## config.mk

```make
export PLATFORM = sky130hd
export DESIGN_NAME = cb_cfg_loader_flat
export DESIGN_NICKNAME = d
export VERILOG_FILES = /design/src/rtl/cb_cfg_pkg.sv /design/src/rtl/cb_cfg_loader_if.sv /design/src/rtl/cb_cfg_shift.sv /design/src/rtl/cb_cfg_loader.sv /design/src/flat_wrapper.sv
export SDC_FILE = /design/constraint.sdc
export NUM_CORES = 1
export LEC_CHECK = 0
export CORE_MARGIN = 2
export CORE_UTILIZATION = 55
export CTS_CLUSTER_SIZE = 28
export DETAILED_ROUTE_END_ITERATION = 8
export HOLD_SLACK_MARGIN = 0.05
export PLACE_DENSITY = 0.8
export SLEW_MARGIN = 20
export SYNTH_ARGS = -nofsm -noshare
export SYNTH_HDL_FRONTEND = slang
export SYNTH_SLANG_ARGS = --single-unit
```

## constraint.sdc

```tcl
create_clock -name clk -period 2.9 [get_ports clk]
set_input_delay 0.58 -clock clk [delete_from_list [all_inputs] [get_ports clk]]
set_output_delay 0.58 -clock clk [all_outputs]
set_load 0.05 [all_outputs]
```

## src/rtl/cb_cfg_pkg.sv

```systemverilog
// Shared types and constants for the connection-box configuration loader.
package cb_cfg_pkg;

  localparam int CB_CFG_NBITS       = 112;
  localparam int CB_CFG_BITS_PER_CU = 2;

  typedef enum logic [1:0] {
    IDLE  = 2'd0,
    SHIFT = 2'd1,
    CHECK = 2'd2
  } cfg_state_e;

endpackage

```

## src/rtl/cb_cfg_loader_if.sv

```systemverilog
// Bit-serial configuration handshake between a frame source and the loader.
interface cb_cfg_loader_if;

  logic cfg_start;
  logic cfg_valid;
  logic cfg_data;
  logic cfg_ready;
  logic cfg_done;
  logic cfg_err;

  modport master (
    output cfg_start, cfg_valid, cfg_data,
    input  cfg_ready, cfg_done, cfg_err
  );

  modport slave (
    input  cfg_start, cfg_valid, cfg_data,
    output cfg_ready, cfg_done, cfg_err
  );

endinterface

```

## src/rtl/cb_cfg_shift.sv

```systemverilog
// Shadow shift register (LSB-first frame, new bit at MSB) plus running parity.
module cb_cfg_shift
  import cb_cfg_pkg::*;
#(
  parameter int NBITS = CB_CFG_NBITS
) (
  input  logic             clk,
  input  logic             rst_n,
  input  logic             clr,
  input  logic             shift_en,
  input  logic             acc_en,
  input  logic             bit_in,
  output logic [NBITS-1:0] shadow,
  output logic             parity
);

  logic [NBITS-1:0] shadow_reg;
  logic [NBITS-1:0] shadow_next;
  logic             parity_reg;
  logic             parity_next;

  genvar gi;
  generate
    for (gi = 0; gi < NBITS; gi++) begin : g_shadow
      if (gi == NBITS - 1) begin : g_top
        assign shadow_next[gi] = shift_en ? bit_in : shadow_reg[gi];
      end else begin : g_mid
        assign shadow_next[gi] = shift_en ? shadow_reg[gi+1] : shadow_reg[gi];
      end
    end
  endgenerate

  // The shadow is not cleared on restart: every data beat overwrites it anyway.
  always_comb begin
    parity_next = parity_reg;
    if (clr) begin
      parity_next = 1'b0;
    end else if (acc_en) begin
      parity_next = parity_reg ^ bit_in;
    end
  end

  always_ff @(posedge clk or negedge rst_n) begin
    if (!rst_n) begin
      shadow_reg <= '0;
      parity_reg <= 1'b0;
    end else begin
      shadow_reg <= shadow_next;
      parity_reg <= parity_next;
    end
  end

  assign shadow = shadow_reg;
  assign parity = parity_reg;

endmodule

```

## src/rtl/cb_cfg_loader.sv

```systemverilog
// Loads a serial configuration frame, checks even parity, and commits it
// atomically to the connection-box latch bus.
module cb_cfg_loader
  import cb_cfg_pkg::*;
#(
  parameter int NBITS = CB_CFG_NBITS,
  parameter int CNT_W = 7
) (
  input  logic             clk,
  input  logic             rst_n,
  cb_cfg_loader_if.slave   cfg,
  output logic [NBITS-1:0] sram_latch_con_bits
);

  cfg_state_e       state_reg;
  cfg_state_e       state_next;
  logic [CNT_W-1:0] cnt_reg;
  logic [CNT_W-1:0] cnt_next;
  logic [NBITS-1:0] latch_reg;
  logic             done_reg;
  logic             done_next;
  logic             err_reg;
  logic             err_next;
  logic             commit;
  logic             clr;
  logic             shift_en;
  logic             acc_en;
  logic [NBITS-1:0] shadow;
  logic             parity;

  cb_cfg_shift #(
    .NBITS (NBITS)
  ) u_shift (
    .clk      (clk),
    .rst_n    (rst_n),
    .clr      (clr),
    .shift_en (shift_en),
    .acc_en   (acc_en),
    .bit_in   (cfg.cfg_data),
    .shadow   (shadow),
    .parity   (parity)
  );

  always_comb begin
    state_next = state_reg;
    cnt_next   = cnt_reg;
    done_next  = 1'b0;
    err_next   = err_reg;
    commit     = 1'b0;
    clr        = 1'b0;
    shift_en   = 1'b0;
    acc_en     = 1'b0;
    case (state_reg)
      IDLE: begin
        if (cfg.cfg_start) begin
          state_next = SHIFT;
          cnt_next   = '0;
          clr        = 1'b1;
          err_next   = 1'b0;
        end
      end
      SHIFT: begin
        // A restart wins over any beat presented in the same cycle.
        if (cfg.cfg_start) begin
          cnt_next = '0;
          clr      = 1'b1;
          err_next = 1'b0;
        end else if (cfg.cfg_valid) begin
          acc_en = 1'b1;
          if (cnt_reg == CNT_W'(NBITS)) begin
            state_next = CHECK;
          end else begin
            shift_en = 1'b1;
            cnt_next = cnt_reg + 1'b1;
          end
        end
      end
      CHECK: begin
        state_next = IDLE;
        if (!parity) begin
          commit    = 1'b1;
          done_next = 1'b1;
        end else begin
          err_next = 1'b1;
        end
      end
      default: begin
        state_next = IDLE;
      end
    endcase
  end

  always_ff @(posedge clk or negedge rst_n) begin
    if (!rst_n) begin
      state_reg <= IDLE;
      cnt_reg   <= '0;
      done_reg  <= 1'b0;
      err_reg   <= 1'b0;
      latch_reg <= '0;
    end else begin
      state_reg <= state_next;
      cnt_reg   <= cnt_next;
      done_reg  <= done_next;
      err_reg   <= err_next;
      if (commit) begin
        latch_reg <= shadow;
      end
    end
  end

  // Ready is a pure decode of the state register, so no input reaches an output.
  assign cfg.cfg_ready        = (state_reg == SHIFT);
  assign cfg.cfg_done         = done_reg;
  assign cfg.cfg_err          = err_reg;
  assign sram_latch_con_bits  = latch_reg;

endmodule
```

## src/flat_wrapper.sv

```systemverilog
// flat-port wrapper written by rule: the top's interface ports become plain ports
module cb_cfg_loader_flat import cb_cfg_pkg::*;
#(
  parameter int NBITS = CB_CFG_NBITS,
  parameter int CNT_W = 7
)
  (clk, rst_n, sram_latch_con_bits, cfg_cfg_start, cfg_cfg_valid, cfg_cfg_data, cfg_cfg_ready, cfg_cfg_done, cfg_cfg_err);
  cb_cfg_loader_if cfg_i ();
  input  logic clk;
  input  logic rst_n;
  output logic [NBITS-1:0] sram_latch_con_bits;
  input wire logic [$bits(cfg_i.cfg_start)-1:0] cfg_cfg_start;
  input wire logic [$bits(cfg_i.cfg_valid)-1:0] cfg_cfg_valid;
  input wire logic [$bits(cfg_i.cfg_data)-1:0] cfg_cfg_data;
  output wire logic [$bits(cfg_i.cfg_ready)-1:0] cfg_cfg_ready;
  output wire logic [$bits(cfg_i.cfg_done)-1:0] cfg_cfg_done;
  output wire logic [$bits(cfg_i.cfg_err)-1:0] cfg_cfg_err;
  assign cfg_i.cfg_start = cfg_cfg_start;
  assign cfg_i.cfg_valid = cfg_cfg_valid;
  assign cfg_i.cfg_data = cfg_cfg_data;
  assign cfg_cfg_ready = cfg_i.cfg_ready;
  assign cfg_cfg_done = cfg_i.cfg_done;
  assign cfg_cfg_err = cfg_i.cfg_err;
  cb_cfg_loader #(.NBITS(NBITS), .CNT_W(CNT_W)) u_core (.clk(clk), .rst_n(rst_n), .cfg(cfg_i), .sram_latch_con_bits(sram_latch_con_bits));
endmodule
```

* After elaboration in Yosys (flattened, before gate mapping) *
Index checks and enable logic that the tools add are counted.

storage, ports and cells
  bits in registers = 236
  input port bits = 5
  output and inout port bits = 115

operators by class
  add/sub/neg operators = 1
  equality and inequality tests = 11
  multiplexer cells = 26
  bitwise gates (word level) = 1
  reduce and logical (&&, ||, !) cells = 8

operators by type and width
  operator                                                                  number
  7-bit two-way mux                                                         4
  1-bit two-way mux                                                         15
  7-bit one-hot mux with 2 select lines                                     1
  2-bit two-way mux                                                         4
  2-bit inequality test (second input constant)                             4
  4-bit AND reduction                                                       2
  7-bit by 1-bit adder with 7-bit output (second input constant)            1
  7-bit == test (second input constant)                                     1
  3-bit inequality test (second input constant)                             2
  2-bit nonzero test                                                        3
  2-bit by 1-bit inequality test with 1-bit output (second input constant)  2
  2-bit one-hot mux with 2 select lines                                     1
  3-bit AND reduction                                                       1
  2-bit by 1-bit == test with 1-bit output (second input constant)          1
  2-bit == test (second input constant)                                     1
  2-bit zero test                                                           1
  1-bit one-hot mux with 2 select lines                                     1
  2-bit OR reduction                                                        1
  1-bit bitwise XOR                                                         1

* Logic depth before layout (Yosys ltp) *
  word-level depth = 5
  gate-level depth with buffers = 9
  gate-level depth less buffers = 6

* Cells and area by module *
From an unflattened synthesis, not the netlist that was laid out.

second synthesis, totals
  cells, all modules = 537
  area total of the unflattened synthesis = 8,979.9 sq um

by module, submodules not included
  module         instances  cells an instance  area an instance (sq um)
  cb_cfg_loader  1          297                4,755.8
  cb_cfg_shift   1          240                4,224.1

* Least setup slack after synthesis *
OpenSTA, ideal clock, no wires.

  path type = reg2out
  start point = register u_core.state_reg[0]
  end point = output cfg_cfg_ready
  data arrival time = 1,213 ps
  required time = 2,320 ps
  path slack = 1,107 ps
  cell stages (with the launch flop) = 3
  buffers on the path = 0
  cell sequence = dfrtp_1 > inv_1 > nor2_1

between the ends
  longest elaborated chain between the ends = 1

ends and longest elaborated chain
  item                                      RTL line              source
  start: declaration                        cb_cfg_loader.sv:15   cfg_state_e state_reg;
  start signal: assignment                  cb_cfg_loader.sv:101  state_reg <= state_next;
  2-bit by 1-bit == test with 1-bit output  cb_cfg_loader.sv:112  assign cfg.cfg_ready = (state_reg == SHIFT);
  end: declaration                          flat_wrapper.sv:15    output wire logic [$bits(cfg_i.cfg_ready)-1:0] cfg_cfg_ready;

Every way passes these cells.

* Worst setup path after layout *
Ends and elaborated chain as after synthesis.

==> load_flow_metrics.sql <==
INSERT INTO impl_metrics (metric_group, metric, value, unit) VALUES
('outcome', 'result_of_the_run', 'complete, no violations', ''),
('pwr', 'comb_power_share', '0.031', ''),
('layout', 'area_growth', '24.6', '%'),
('setup_path', 'cp_cell_sequence', 'inv_1 > nor2_1 > clkdlybuf4s50_1', ''),
('placement', 'dp.final_hpwl', '10300', 'um'),
('placement', 'final_estimated_routing_congestion_in_global_placement', '0.760', ''),
('setup_path', 'critPathCapture', 'cfg_cfg_ready', ''),
('synthesis', 'postSynthNetCount', '781', ''),
('synthesis', 'syn_inst', '774', ''),
('routing', 'routed_wire_length_per_instance', '15.3', 'um'),
('cts', 'cts_hold_repair.buffers', '0', ''),
('global_routing', 'maximum_number_of_pins_on_one_net_before_global_route_repair', '87', ''),
('timing', 'skew', '0.00691', 'ns'),
('timing', 'layout_worst_path_cycle_share', '0.913', ''),
('timing', 'min_period', '2.65', 'ns'),
('floorplan', 'die_h', '132', 'um'),
('setup_path', 'critical_path_buf_inv_count', '2', ''),
('timing', 'fin_worst_hold_slack', '0.0907', 'ns'),
('timing', 'slew_headroom', '0.560', ''),
('cts', 'cts_max_level', '1', ''),
('cts', 'cts.root.buffer_cell', 'sky130_fd_sc_hd__clkbuf_16', ''),
('pwr', 'power_report.internal_total', '5360', 'uW'),
('routing', 'drc', '0', ''),
('cts', 'clk_path_buf_depth', '3', ''),
('routing', 'postRouteWirelength', '17200', 'um'),
('timing', 'setup_violations', '0', ''),
('routing', 'antenna_violating_nets_post_route', '0', ''),
('cts', 'tritoncts_clock_tree', 'done', ''),
('floorplan', 'initial_core_util', '0.566', ''),
('layout', 'post_route_cells_drive_above_1_share', '0.191', ''),
('placement', 'number_of_cells_after_detailed_placement', '1083', ''),
('routing', 'routed_via_density', '5.10', ''),
('global_routing', 'initial_antenna_violation_count', '0', ''),
('synthesis', 'fraction_of_registers_with_async_set_or_reset_after_synthesis', '1.00', ''),
('timing', 'rsz0062_at_grt', 'false', ''),
('pwr', 'power.share.clock', '0.469', ''),
('setup_path', 'rr_worst_depth', '6', ''),
('setup_path', 'critPathRequiredTime', '2.32', 'ns'),
('setup_path', 'worstSetupPathType', 'flip-flop to primary output', ''),
('synthesis', 'dominantRegCellSynth', 'sky130_fd_sc_hd__dfrtp_1', ''),
('timing', 'worstMarginPinSlew', '0.660', 'ns'),
('floorplan', 'standard_cell_row_count', '46', ''),
('setup_path', 'regToRegStartpoint', 'u_core.cnt_reg[0]', ''),
('layout', 'final_common_cell', 'sky130_fd_sc_hd__nand2_1', ''),
('setup_path', 'crit_cells', '3', ''),
('pwr', 'p_leak', '0.00586', 'uW'),
('floorplan', 'floorplan.io_pins', '120', ''),
('cts', 'clock_insertion_delay_worst_skew', '0.50', 'ns'),
('setup_path', 'critical-path-max-stage-delay', '0.81', 'ns'),
('global_routing', 'grt_use_total', '0.200', ''),
('pwr', 'power.share.sequential', '0.500', ''),
('routing', 'dr.pass1.iters', '4', ''),
('floorplan', 'floorplan.core_area', '16000', 'um2'),
('cts', 'post-cts-setup-buffer-count', '0', ''),
('synthesis', 'synth_enable_flop_cells', '0', ''),
('timing', 'drv_slew', '0', ''),
('synthesis', 'synth_warnings', '0', ''),
('pwr', 'ir_worst_vdd', '0.445', 'mV'),
('floorplan', 'floorplan.die_area', '17500', 'um2'),
('placement', 'post_dp_cell_area', '10500', 'um2'),
('hold_path', 'min_path_type', 'primary input to asynchronous set/reset pin', ''),
('layout', 'number_of_nets_at_the_end_of_the_flow', '900', ''),
('routing', 'via_count', '5743', ''),
('synthesis', 'syn-mean-instance-area', '11.7', 'um2'),
('cts', 'numCtsBuffers', '24', ''),
('synthesis', 'synthDistinctLibCells', '28', ''),
('layout', 'commonest_cells_after_routing_fill_and_taps_aside', 'sky130_fd_sc_hd__nand2_1, sky130_fd_sc_hd__dfrtp_1, sky130_fd_sc_hd__clkdlybuf4s50_1', ''),
('global_routing', 'grt_pass1_vias', '5788', ''),
('synthesis', 'ys_seq_elements', '236', ''),
('timing', 'achievable-frequency', '0.378', 'GHz'),
('pwr', 'powerDensity', '600', 'nW/um2');
## power by group through the flow
| stage | combinational [uW] | clock (uW) | sequential [uW] |
|---|---|---|---|
| after global routing | 243 | 3390 | 3390 |
| after CTS | 215 | 3240 | 3390 |
| after floorplan | 110 | 0 | 3430 |
| after detailed placement | 214 | 0 | 3450 |
| final | 208 | 3180 | 3390 |
| after global placement | 209 | 0 | 3450 |
## metrics by stage
step	setup slack [ns]	power (uW)
floorplan	1.11	3540
global placement	0.608	3650
detailed placement	0.556	3660
CTS	0.217	6840
global route	0.160	7030
finish	0.253	6770
## routing by layer
layer  global-route usage  up-vias  routed length (um)
li1                     -     2721                   -
met1                0.267     2887                7650
met2                0.346      120                8670
met3               0.0334       15                 684
met4               0.0466        0                 211
met5                    0        -                   0
## synth_stat cells, types with 2 or more instances
| library cell | n | area share |
|---|---|---|
| sky130_fd_sc_hd__dfrtp_1 | 236 | 0.65 |
| sky130_fd_sc_hd__nand2_1 | 338 | 0.14 |
| sky130_fd_sc_hd__inv_1 | 4 | 0.0017 |
| sky130_fd_sc_hd__nor2_1 | 5 | 0.0021 |
| sky130_fd_sc_hd__nand3_1 | 4 | 0.0022 |
| sky130_fd_sc_hd__and3_1 | 3 | 0.0021 |
| sky130_fd_sc_hd__ha_1 | 2 | 0.0028 |
| sky130_fd_sc_hd__a211o_1 | 2 | 0.0019 |
| sky130_fd_sc_hd__buf_4 | 13 | 0.011 |
| sky130_fd_sc_hd__a21oi_1 | 7 | 0.0039 |
| sky130_fd_sc_hd__buf_6 | 8 | 0.0099 |
| sky130_fd_sc_hd__nor3_1 | 3 | 0.0017 |
| sky130_fd_sc_hd__buf_2 | 19 | 0.010 |
| sky130_fd_sc_hd__o21ai_0 | 4 | 0.0022 |
| sky130_fd_sc_hd__mux2_2 | 113 | 0.14 |
## area by class of cell
cell class / instances / area (um2)
flip-flops and latches: 236 / 5910
fillers: 1177 / 4710
multi-input cells: 494 / 2880
repair buffers: 133 / 1390
clock buffers: 36 / 747
well taps: 216 / 270
clock inverters: 7 / 91.3
inverters: 4 / 15.0
## kinds of logic (layout without fill, tap and decap cells)
| group | after synthesis | in the layout | share of synthesized area |
|---|---|---|---|
| and+or+nand+nor | 359 | 359 | 0.156 |
| buffers and inverters | 44 | 180 | 0.0329 |
| DFF | 236 | 236 | 0.652 |
| AOI/OAI and AO/OA | 19 | 19 | 0.0156 |
| adders and majority gates | 2 | 2 | 0.00276 |
| xor gates and xnor gates | 1 | 1 | 0.000966 |
| muxes | 113 | 113 | 0.140 |
## how the worst min path moves through the flow
stage | start | endpoint | slack [ns]
final | rst_n | u_core.u_shift.shadow[39] | 0.09
after global routing | rst_n | u_core.sram_latch_con_bits[38] | 0.13
after CTS | rst_n | u_core.sram_latch_con_bits[39] | 0.10
after detailed placement | u_core.u_shift.shadow[0] | u_core.u_shift.shadow[0] | 0.47
after global placement | u_core.u_shift.shadow[0] | u_core.u_shift.shadow[0] | 0.46
after floorplan | rst_n | u_core.cfg.cfg_done | 0.28
Note: power is estimated with default switching activity, not from simulation.
